<file path="src/rtl/fmanormpipe_pkg.sv">
// Shared configuration for the FMA normalization pipeline: format descriptor
// plus width helpers derived from it.
package fmanormpipe_pkg;

  typedef struct packed {
    int unsigned NE;
    int unsigned NF;
  } cvw_t;

  localparam cvw_t FP32_CFG = '{NE: 32'd8, NF: 32'd23};

  // Sum significand carries three fraction widths plus guard/integer bits.
  function automatic int sum_width(input cvw_t c);
    return int'(32'd3 * c.NF + 32'd4);
  endfunction

  function automatic int cnt_width(input cvw_t c);
    return $clog2(int'(32'd3 * c.NF + 32'd5));
  endfunction

  function automatic int exp_width(input cvw_t c);
    return int'(c.NE + 32'd2);
  endfunction

endpackage

</file>
<file path="src/rtl/fmanormpipe_if.sv">
// Handshake bus of the normalization pipeline: raw sum in, normalized result out.
interface fmanormpipe_if #(
  parameter int SW = 73,
  parameter int EW = 10,
  parameter int CW = 7
);
  logic          InValid;
  logic          InReady;
  logic [SW-1:0] Sm;
  logic [EW-1:0] Se;
  logic [CW-1:0] SCnt;
  logic          Ss;
  logic          ASticky;
  logic          OutValid;
  logic          OutReady;
  logic [SW-1:0] Mf;
  logic [EW-1:0] Me;
  logic          Ms;
  logic          MSticky;
  logic          MZero;

  modport slave (
    input  InValid, Sm, Se, SCnt, Ss, ASticky, OutReady,
    output InReady, OutValid, Mf, Me, Ms, MSticky, MZero
  );

  modport master (
    output InValid, Sm, Se, SCnt, Ss, ASticky, OutReady,
    input  InReady, OutValid, Mf, Me, Ms, MSticky, MZero
  );
endinterface

</file>
<file path="src/rtl/fmanormpipe_chk.sv">
// Simulation-only protocol checks for the normalization pipeline.
module fmanormpipe_chk #(
  parameter int SW = 73,
  parameter int EW = 10
) (
  input logic          clk,
  input logic          reset_n,
  input logic          Flush,
  input logic          OutValid,
  input logic          OutReady,
  input logic [SW-1:0] Mf,
  input logic [EW-1:0] Me,
  input logic          Ms,
  input logic          MSticky,
  input logic          MZero,
  input logic          illegal_i
);

  a_hold: assert property (@(posedge clk) disable iff (!reset_n)
    (OutValid && !OutReady && !Flush) |=>
      (OutValid && $stable(Mf) && $stable(Me) && $stable(Ms) && $stable(MSticky) && $stable(MZero)))
    else $error("output changed while stalled");

  a_rst: assert property (@(posedge clk) !reset_n |-> !OutValid)
    else $error("OutValid high during reset");

  a_scnt: assert property (@(posedge clk) disable iff (!reset_n) !illegal_i)
    else $error("nonzero sum shifted out entirely by SCnt");

endmodule

</file>
<file path="src/rtl/fmanormshift.sv">
// Left-normalizes the sum by the LZA count, fixing the LZA's possible one-bit
// under-count, and flags an exactly-zero sum.
module fmanormshift #(
  parameter int SW       = 73,
  parameter int EW       = 10,
  parameter int CW       = 7,
  parameter bit SKIPCORR = 1'b0
) (
  input  logic [SW-1:0] sm_i,
  input  logic [EW-1:0] se_i,
  input  logic [CW-1:0] scnt_i,
  output logic [SW-1:0] mf_o,
  output logic [EW-1:0] me_o,
  output logic          mzero_o
);

  logic [SW-1:0] t_s;
  logic [EW-1:0] me_raw_s;
  logic          corr_s;

  // Shift, exponent adjust and zero override; counts past SW shift everything out.
  always_comb begin
    t_s      = sm_i << scnt_i;
    me_raw_s = se_i - EW'(scnt_i);
    corr_s   = ~t_s[SW-1] & ~SKIPCORR;
    mf_o     = '0;
    me_o     = '0;
    mzero_o  = 1'b0;
    if (sm_i == '0) begin
      mzero_o = 1'b1;
    end else if (corr_s) begin
      mf_o = {t_s[SW-2:0], 1'b0};
      me_o = me_raw_s - {{(EW-1){1'b0}}, 1'b1};
    end else begin
      mf_o = t_s;
      me_o = me_raw_s;
    end
  end

endmodule

</file>
<file path="src/rtl/fmanormpipe.sv">
// Elastic two-stage pipeline after the FMA adder: stage 1 captures the raw sum,
// stage 2 holds the normalized significand/exponent for the rounder.
module fmanormpipe
  import fmanormpipe_pkg::*;
#(
  parameter cvw_t P        = FP32_CFG,
  parameter bit   SKIPCORR = 1'b0
) (
  input logic          clk,
  input logic          reset_n,
  input logic          Flush,
  fmanormpipe_if.slave bus
);

  localparam int SW = sum_width(P);
  localparam int CW = cnt_width(P);
  localparam int EW = exp_width(P);

  logic          v1_q, v1_d, v2_q, v2_d;
  logic [SW-1:0] sm1_q, sm1_d;
  logic [EW-1:0] se1_q, se1_d;
  logic [CW-1:0] scnt1_q, scnt1_d;
  logic          ss1_q, ss1_d, st1_q, st1_d;
  logic [SW-1:0] mf_q, mf_d;
  logic [EW-1:0] me_q, me_d;
  logic          ms_q, ms_d, mst_q, mst_d, mz_q, mz_d;

  logic          r2_s, in_ready_s, accept_s, adv_s;
  logic [SW-1:0] mf_s;
  logic [EW-1:0] me_s;
  logic          mzero_s;

  fmanormshift #(.SW(SW), .EW(EW), .CW(CW), .SKIPCORR(SKIPCORR)) u_shift (
    .sm_i   (sm1_q),
    .se_i   (se1_q),
    .scnt_i (scnt1_q),
    .mf_o   (mf_s),
    .me_o   (me_s),
    .mzero_o(mzero_s)
  );

  // Ready chain looks through both stages so a full pipe still streams.
  always_comb begin
    r2_s       = ~v2_q | bus.OutReady;
    in_ready_s = ~v1_q | r2_s;
    accept_s   = bus.InValid & in_ready_s;
    adv_s      = v1_q & r2_s;
  end

  // Next-state for valid bits and data; Flush wins over any accept/advance.
  always_comb begin
    v1_d = v1_q;
    v2_d = v2_q;
    if (Flush) begin
      v1_d = 1'b0;
      v2_d = 1'b0;
    end else begin
      if (accept_s) v1_d = 1'b1;
      else if (adv_s) v1_d = 1'b0;
      else v1_d = v1_q;
      if (adv_s) v2_d = 1'b1;
      else if (r2_s) v2_d = 1'b0;
      else v2_d = v2_q;
    end

    sm1_q_hold: begin
      sm1_d   = sm1_q;
      se1_d   = se1_q;
      scnt1_d = scnt1_q;
      ss1_d   = ss1_q;
      st1_d   = st1_q;
    end
    if (accept_s) begin
      sm1_d   = bus.Sm;
      se1_d   = bus.Se;
      scnt1_d = bus.SCnt;
      ss1_d   = bus.Ss;
      st1_d   = bus.ASticky;
    end else begin
      sm1_d   = sm1_q;
    end

    mf_d  = mf_q;
    me_d  = me_q;
    ms_d  = ms_q;
    mst_d = mst_q;
    mz_d  = mz_q;
    if (adv_s) begin
      mf_d  = mf_s;
      me_d  = me_s;
      ms_d  = ss1_q;
      mst_d = st1_q;
      mz_d  = mzero_s;
    end else begin
      mf_d  = mf_q;
    end
  end

  // Stage registers; async reset clears valids and data together.
  always_ff @(posedge clk or negedge reset_n) begin
    if (!reset_n) begin
      v1_q    <= 1'b0;
      v2_q    <= 1'b0;
      sm1_q   <= '0;
      se1_q   <= '0;
      scnt1_q <= '0;
      ss1_q   <= 1'b0;
      st1_q   <= 1'b0;
      mf_q    <= '0;
      me_q    <= '0;
      ms_q    <= 1'b0;
      mst_q   <= 1'b0;
      mz_q    <= 1'b0;
    end else begin
      v1_q    <= v1_d;
      v2_q    <= v2_d;
      sm1_q   <= sm1_d;
      se1_q   <= se1_d;
      scnt1_q <= scnt1_d;
      ss1_q   <= ss1_d;
      st1_q   <= st1_d;
      mf_q    <= mf_d;
      me_q    <= me_d;
      ms_q    <= ms_d;
      mst_q   <= mst_d;
      mz_q    <= mz_d;
    end
  end

  assign bus.InReady  = in_ready_s;
  assign bus.OutValid = v2_q;
  assign bus.Mf       = mf_q;
  assign bus.Me       = me_q;
  assign bus.Ms       = ms_q;
  assign bus.MSticky  = mst_q;
  assign bus.MZero    = mz_q;

  fmanormpipe_chk #(.SW(SW), .EW(EW)) u_chk (
    .clk      (clk),
    .reset_n  (reset_n),
    .Flush    (Flush),
    .OutValid (v2_q),
    .OutReady (bus.OutReady),
    .Mf       (mf_q),
    .Me       (me_q),
    .Ms       (ms_q),
    .MSticky  (mst_q),
    .MZero    (mz_q),
    .illegal_i(v1_q & ~mzero_s & (mf_s == '0))
  );

endmodule

</file>
<file path="src/flat_wrapper.sv">
// flat-port wrapper written by rule: the top's interface ports become plain ports
module fmanormpipe_flat import fmanormpipe_pkg::*;
#(
  parameter cvw_t P        = FP32_CFG,
  parameter bit   SKIPCORR = 1'b0
)
  (clk, reset_n, Flush, bus_InValid, bus_Sm, bus_Se, bus_SCnt, bus_Ss, bus_ASticky, bus_OutReady, bus_InReady, bus_OutValid, bus_Mf, bus_Me, bus_Ms, bus_MSticky, bus_MZero);
  fmanormpipe_if #(.SW((73)), .EW((10)), .CW((7))) bus_i ();
  input logic clk;
  input logic reset_n;
  input logic Flush;
  input wire logic [$bits(bus_i.InValid)-1:0] bus_InValid;
  input wire logic [$bits(bus_i.Sm)-1:0] bus_Sm;
  input wire logic [$bits(bus_i.Se)-1:0] bus_Se;
  input wire logic [$bits(bus_i.SCnt)-1:0] bus_SCnt;
  input wire logic [$bits(bus_i.Ss)-1:0] bus_Ss;
  input wire logic [$bits(bus_i.ASticky)-1:0] bus_ASticky;
  input wire logic [$bits(bus_i.OutReady)-1:0] bus_OutReady;
  output wire logic [$bits(bus_i.InReady)-1:0] bus_InReady;
  output wire logic [$bits(bus_i.OutValid)-1:0] bus_OutValid;
  output wire logic [$bits(bus_i.Mf)-1:0] bus_Mf;
  output wire logic [$bits(bus_i.Me)-1:0] bus_Me;
  output wire logic [$bits(bus_i.Ms)-1:0] bus_Ms;
  output wire logic [$bits(bus_i.MSticky)-1:0] bus_MSticky;
  output wire logic [$bits(bus_i.MZero)-1:0] bus_MZero;
  assign bus_i.InValid = bus_InValid;
  assign bus_i.Sm = bus_Sm;
  assign bus_i.Se = bus_Se;
  assign bus_i.SCnt = bus_SCnt;
  assign bus_i.Ss = bus_Ss;
  assign bus_i.ASticky = bus_ASticky;
  assign bus_i.OutReady = bus_OutReady;
  assign bus_InReady = bus_i.InReady;
  assign bus_OutValid = bus_i.OutValid;
  assign bus_Mf = bus_i.Mf;
  assign bus_Me = bus_i.Me;
  assign bus_Ms = bus_i.Ms;
  assign bus_MSticky = bus_i.MSticky;
  assign bus_MZero = bus_i.MZero;
  fmanormpipe #(.P(P), .SKIPCORR(SKIPCORR)) u_core (.clk(clk), .reset_n(reset_n), .Flush(Flush), .bus(bus_i));
endmodule
</file>
<file path="config.mk">
export PLATFORM = sky130hd
export DESIGN_NAME = fmanormpipe_flat
export DESIGN_NICKNAME = d
export VERILOG_FILES = /design/src/rtl/fmanormpipe_pkg.sv /design/src/rtl/fmanormpipe_if.sv /design/src/rtl/fmanormpipe_chk.sv /design/src/rtl/fmanormshift.sv /design/src/rtl/fmanormpipe.sv /design/src/flat_wrapper.sv
export SDC_FILE = /design/constraint.sdc
export NUM_CORES = 1
export LEC_CHECK = 0
export BUFFER_PORTS_ARGS = -buffer_cell sky130_fd_sc_hd__buf_2
export CAP_MARGIN = 20
export CORE_ASPECT_RATIO = 0.7
export CORE_MARGIN = 2
export CORE_UTILIZATION = 45
export DETAILED_ROUTE_END_ITERATION = 6
export PLACE_DENSITY = 0.72
export SYNTH_ARGS = -nofsm -noshare
export SYNTH_HDL_FRONTEND = slang
export SYNTH_SLANG_ARGS = --single-unit
</file>
<file path="constraint.sdc">
create_clock -name clk -period 4.8 [get_ports clk]
set_input_delay 0.24 -clock clk [delete_from_list [all_inputs] [get_ports clk]]
set_output_delay 0.24 -clock clk [all_outputs]
set_load 0.01 [all_outputs]
</file>
; ---- Word level (Yosys, flattened, before mapping)
; Index checks and enable logic that the tools add are counted.
; W data, S select, Z words.
[word_totals]
ff_bits = 180
elab_cells = 35
input_bits = 97
out_inout_bits = 88
[op_classes]
bitwise = 6
n_addsub = 2
muxes = 11
reduce_logical = 3
shift = 1
[ops]
columns = operator, count
row1 = $mux W73, 2
row2 = $logic_not A73 Y1, 1
row3 = $shl A73 B7 Y73, 1
row4 = $mux W10, 2
row5 = $sub A10 B1 Y10 const B, 1
row6 = $sub A10 B7 Y10, 1
row7 = $mux W1, 7
row8 = $reduce_bool A3 Y1, 2
row9 = $and A1 B1 Y1, 2
row10 = $not A1 Y1, 2
row11 = $or A1 B1 Y1, 2

; ---- Longest topological paths before layout
[depth]
depth_word = 6
depth_mapped = 14

; ---- Cells and area by module
; From an unflattened synthesis, not the netlist that was laid out.
[unflattened]
cells_unflattened = 1169
hier_area_um2 = 13331.5
[modules_own_cells]
columns = mod, cells_per_inst, area_per_inst_um2, seq_area_each_um2, instances
row1 = fmanormpipe, 385, 6855.3, 4504.3, 1
row2 = fmanormshift, 784, 6476.2, 0.0, 1

; ---- Worst setup path after synthesis
; OpenSTA, ideal clock, no wires.
[synth_path]
path_kind = register -> register
from = reg u_core.scnt1_q[3]
to = reg u_core.me_q[9], in the netlist u_core.bus.Me[9]
t_arrival_ps = 3712
path_buffers = 3
stages_incl_launch_ff = 13
path_slack_ps = 966
cell_sequence = dfrtp_1 -> buf_6 -> clkinv_1 -> clkbuf_1 -> clkbuf_1 -> ha_1 -> o21ai_0 -> o21ai_0 -> a211oi_1 -> xnor2_1 -> or4b_2 -> or4_1 -> a32o_1
[synth_between]
elab_chain_cells = 4
word_cells_on_any_way = 5
cone_classes = add/sub: 2 / shift: 1 / mux: 2
[synth_lines]
columns = element, line_no
row1 = from (decl), fmanormpipe.sv:22  ; logic [CW-1:0] scnt1_q, scnt1_d;
row2 = from (signal assigned), fmanormpipe.sv:119  ; scnt1_q <= scnt1_d;
row3 = $sub A10 B7 Y10, fmanormshift.sv:24  ; me_raw_s = se_i - EW'(scnt_i);
row4 = $sub A10 B1 Y10, fmanormshift.sv:33  ; me_o = me_raw_s - {{(EW-1){1'b0}}, 1'b1};
row5 = $mux W10 *, fmanormshift.sv:31  ; end else if (corr_s) begin
row6 = $mux W10 *, fmanormshift.sv:29  ; if (sm_i == '0) begin
row7 = to (signal assigned), fmanormpipe.sv:123  ; me_q <= me_d;
row8 = to (decl), fmanormpipe.sv:25  ; logic [EW-1:0] me_q, me_d;
; Every way passes the cells marked *; elsewhere a longest branch is shown, timed or not.
; A chain may end at the register's enable or synchronous reset.

; ---- Final worst setup path
[layout_path]
from = reg u_core.scnt1_q[0]
to = reg u_core.me_q[9], in the netlist u_core.bus.Me[9]
; Same word-level chain as after synthesis.

==> metrics.txt <==
outcome=complete, no violations; Fin. Hold Viols=0; pwr dens=387 nW/um2; Slowest cell on crit path=dfrtp_4; fin area=15900 um2; critical path's top delay family=simple AND/OR/NAND/NOR gates; post-synthesis sequential area ratio=0.332; DR iter-0 viols=1628; CTS tree=yes; Post-DP HPWL=35.6 mm; Core Rows=53; cell count after placement=1723; post-cts repair resize count=0; fmax=0.256 GHz; Buffers & Inverters on Critical Path=1; critical path launch point type=register; LEAKAGE=6.80 nW; clk root buf=clkbuf_16; Seq. cell area=4510 um2; Num Clock Sinks=180; total power=6.16 mW; critical path cell sequence=ha_1, inv_1, fa_1, a211oi_1, o21ai_0, a211oi_1, xnor2_1, or4b_2, or4_1, a32o_1; n_diodes=0; full die area=31500 um2; final core occ=0.533; fin. max-slew vios=0; synth warn=0; average vias per placed instance=6.76; Die Ht=149 um; setup TNS=0 ns; Post-Layout Cell Count=1816; Syn Inst Count=1228; Clk Latency, worst-skew pair=0.47 ns; final setup vio count=0; area delta synth->final=17.4%; first-pass GRT wire length=73.1 mm; Setup Skew=0.0107 ns; Netlist cell types=75; Vias=12.3k; GRT Util Overall=0.312; Synth Flop Type=dfrtp_1; VDD IR max=249 uV; initial antenna violation count=2; post-DR wirelength/cell=26.8 um; Worst Max-Slew Pin Slew=0.994 ns; period utilisation layout=0.814; crit-path most repeated cell=a211oi_1; Syn Area/Cell=11.0 um2; Synth Cell Area=13600 um2; # H-tree levels=4; Max-cap violations=0; # DRC=0; starting density of the core=0.454; worst slack, placed=0.920 ns; Die W=211 um; maximum clock insertion buffer count=2; Post-Route WL=48.6 mm; clock-pin slew on the worst setup and hold paths=0.07 ns; GR Overflow Total=0; syn_nets=1334; final antenna-violating net count=0; port bufs=184; synthesis-stage register bit count=180; setup slack after layout=0.892 ns; CP peak stage delay=0.70 ns; largest net degree at the start of global routing=95; share of layout cells above drive strength 1=0.358; ys async rst share=1.00; TritonCTS Buffers=17; io pins=185; RSZ-0062 raised after global routing=false; min Tclk post-route=3.91 ns; NumNets Final=1524; filler cell count=2663; footprint of the multi-input gates=8470 um2; Post-DP Area=14700 um2; Setup CP Type=register to register; GPL Wtd Cong=1.03; core footprint=29800 um2; Critical Path Fanout Max=28; Post-synth EDFFs=0; Worst Path Arrival=4.26 ns; vias in the first global route=11.4k; HP Class=input port to register; drt pass-1 iters=5; CP required=5.16 ns; worst rel slew slack=0.332; worst hold slack=0.0149 ns; Setup crit end kind=register
## worst register-to-register path, stage by stage (launching register included)
cell and delay (ns):
dfrtp_4 0.70, ha_1 0.24, inv_1 0.05, fa_1 0.43, a211oi_1 0.29, o21ai_0 0.20, a211oi_1 0.30, xnor2_1 0.20
or4b_2 0.63, or4_1 0.48, a32o_1 0.27
## synth_stat cells, drive strengths merged (8+ instances only)
master	instances	share of area
a21oi	27	0.010
o21ai	48	0.018
clkbuf	57	0.016
o31ai	8	0.0044
mux4	106	0.18
mux2i	82	0.061
ha	8	0.0074
dfrtp	180	0.33
a32o	11	0.0081
a211oi	16	0.0089
a22o	21	0.014
nand3	23	0.0085
nor2	100	0.028
a2111oi	8	0.0052
inv	16	0.0044
mux2	143	0.12
nand2	91	0.025
buf	49	0.023
a221o	29	0.021
o22ai	12	0.0055
and2	8	0.0037
o211ai	9	0.0050
nor4	20	0.0092
nor3	29	0.011
## power by group
group | internal, mW | switching, mW | leakage, nW
combinational | 1.17 | 1.52 | 4.31
sequential | 1.78 | 0.325 | 2.23
clock | 0.719 | 0.643 | 0.261
total | 3.67 | 2.49 | 6.80
## final timing paths
kind,start,end,slack (ns),cells after the start
setup / recovery,u_core.scnt1_q[0],u_core.bus.Me[9],0.89,10
max in group asynchronous,reset_n,u_core.bus.Me[3],3.40,3
min in group asynchronous,reset_n,u_core.sm1_q[37],0.40,2
hold reg to reg,u_core.bus.Mf[72],u_core.bus.Mf[72],0.48,1
hold / removal,bus_Sm[15],u_core.sm1_q[15],0.01,2
setup reg to reg,u_core.scnt1_q[0],u_core.bus.Me[9],0.89,10
## layout make-up
cell class / instances / area share
multi-input cells: 922 / 0.532
flip-flops and latches: 180 / 0.284
repair buffers: 278 / 0.114
well taps: 385 / 0.0303
clock buffers: 19 / 0.0272
clock inverters: 13 / 0.00770
inverters: 19 / 0.00448
## flip-flops by register name, indices dropped and copies added, names as in the netlist, 7 cells and up
name            count
u_core.sm1_q       73
u_core.bus.Mf      73
u_core.bus.Me      10
u_core.scnt1_q      7
u_core.se1_q       10
## what timing repair did
item | in CTS | in global routing
endpoints found under the hold margin | 147 | 0
setup buffers | 0 | 0
hold buffers | 61 | 0
## routing by layer
layer	share of wire	up-vias	GRT usage	routed length (um)
met2	0.43	828	0.439	20800
met5	0.00035	-	0	17
met4	0.020	2	0.0771	977
met3	0.13	82	0.0962	6340
met1	0.42	6178	0.464	20500
li1	-	5188	-	-
## cell families (layout without fill, tap and decap cells)
kind of cell / Yosys count / after routing / share of synthesized area
AOI/OAI and AO/OA: 257 / 257 / 0.144
adders and majority gates: 9 / 9 / 0.00886
xor gates and xnor gates: 9 / 9 / 0.00582
and+or+nand+nor: 316 / 316 / 0.107
muxes: 331 / 331 / 0.357
DFF: 180 / 180 / 0.332
buffers and inverters: 126 / 329 / 0.0451
## placed cells by master (no fill, tap or decap), drive strengths merged, types with 7 or more instances in the layout
cell type,instances
a2111oi,8
a211oi,16
a21oi,27
a221o,29
a22o,21
a22oi,7
a32o,11
a32oi,7
and2,8
buf,217
clkbuf,19
dfrtp,180
dlygate4sd3,61
ha,8
inv,21
mux2,143
mux2i,82
mux4,106
nand2,91
nand3,23
nor2,100
nor3,29
nor4,20
o211ai,9
o21ai,48
o22ai,12
o31ai,8
or2,7
xnor2,7
Note: power is estimated with default switching activity, not from simulation.
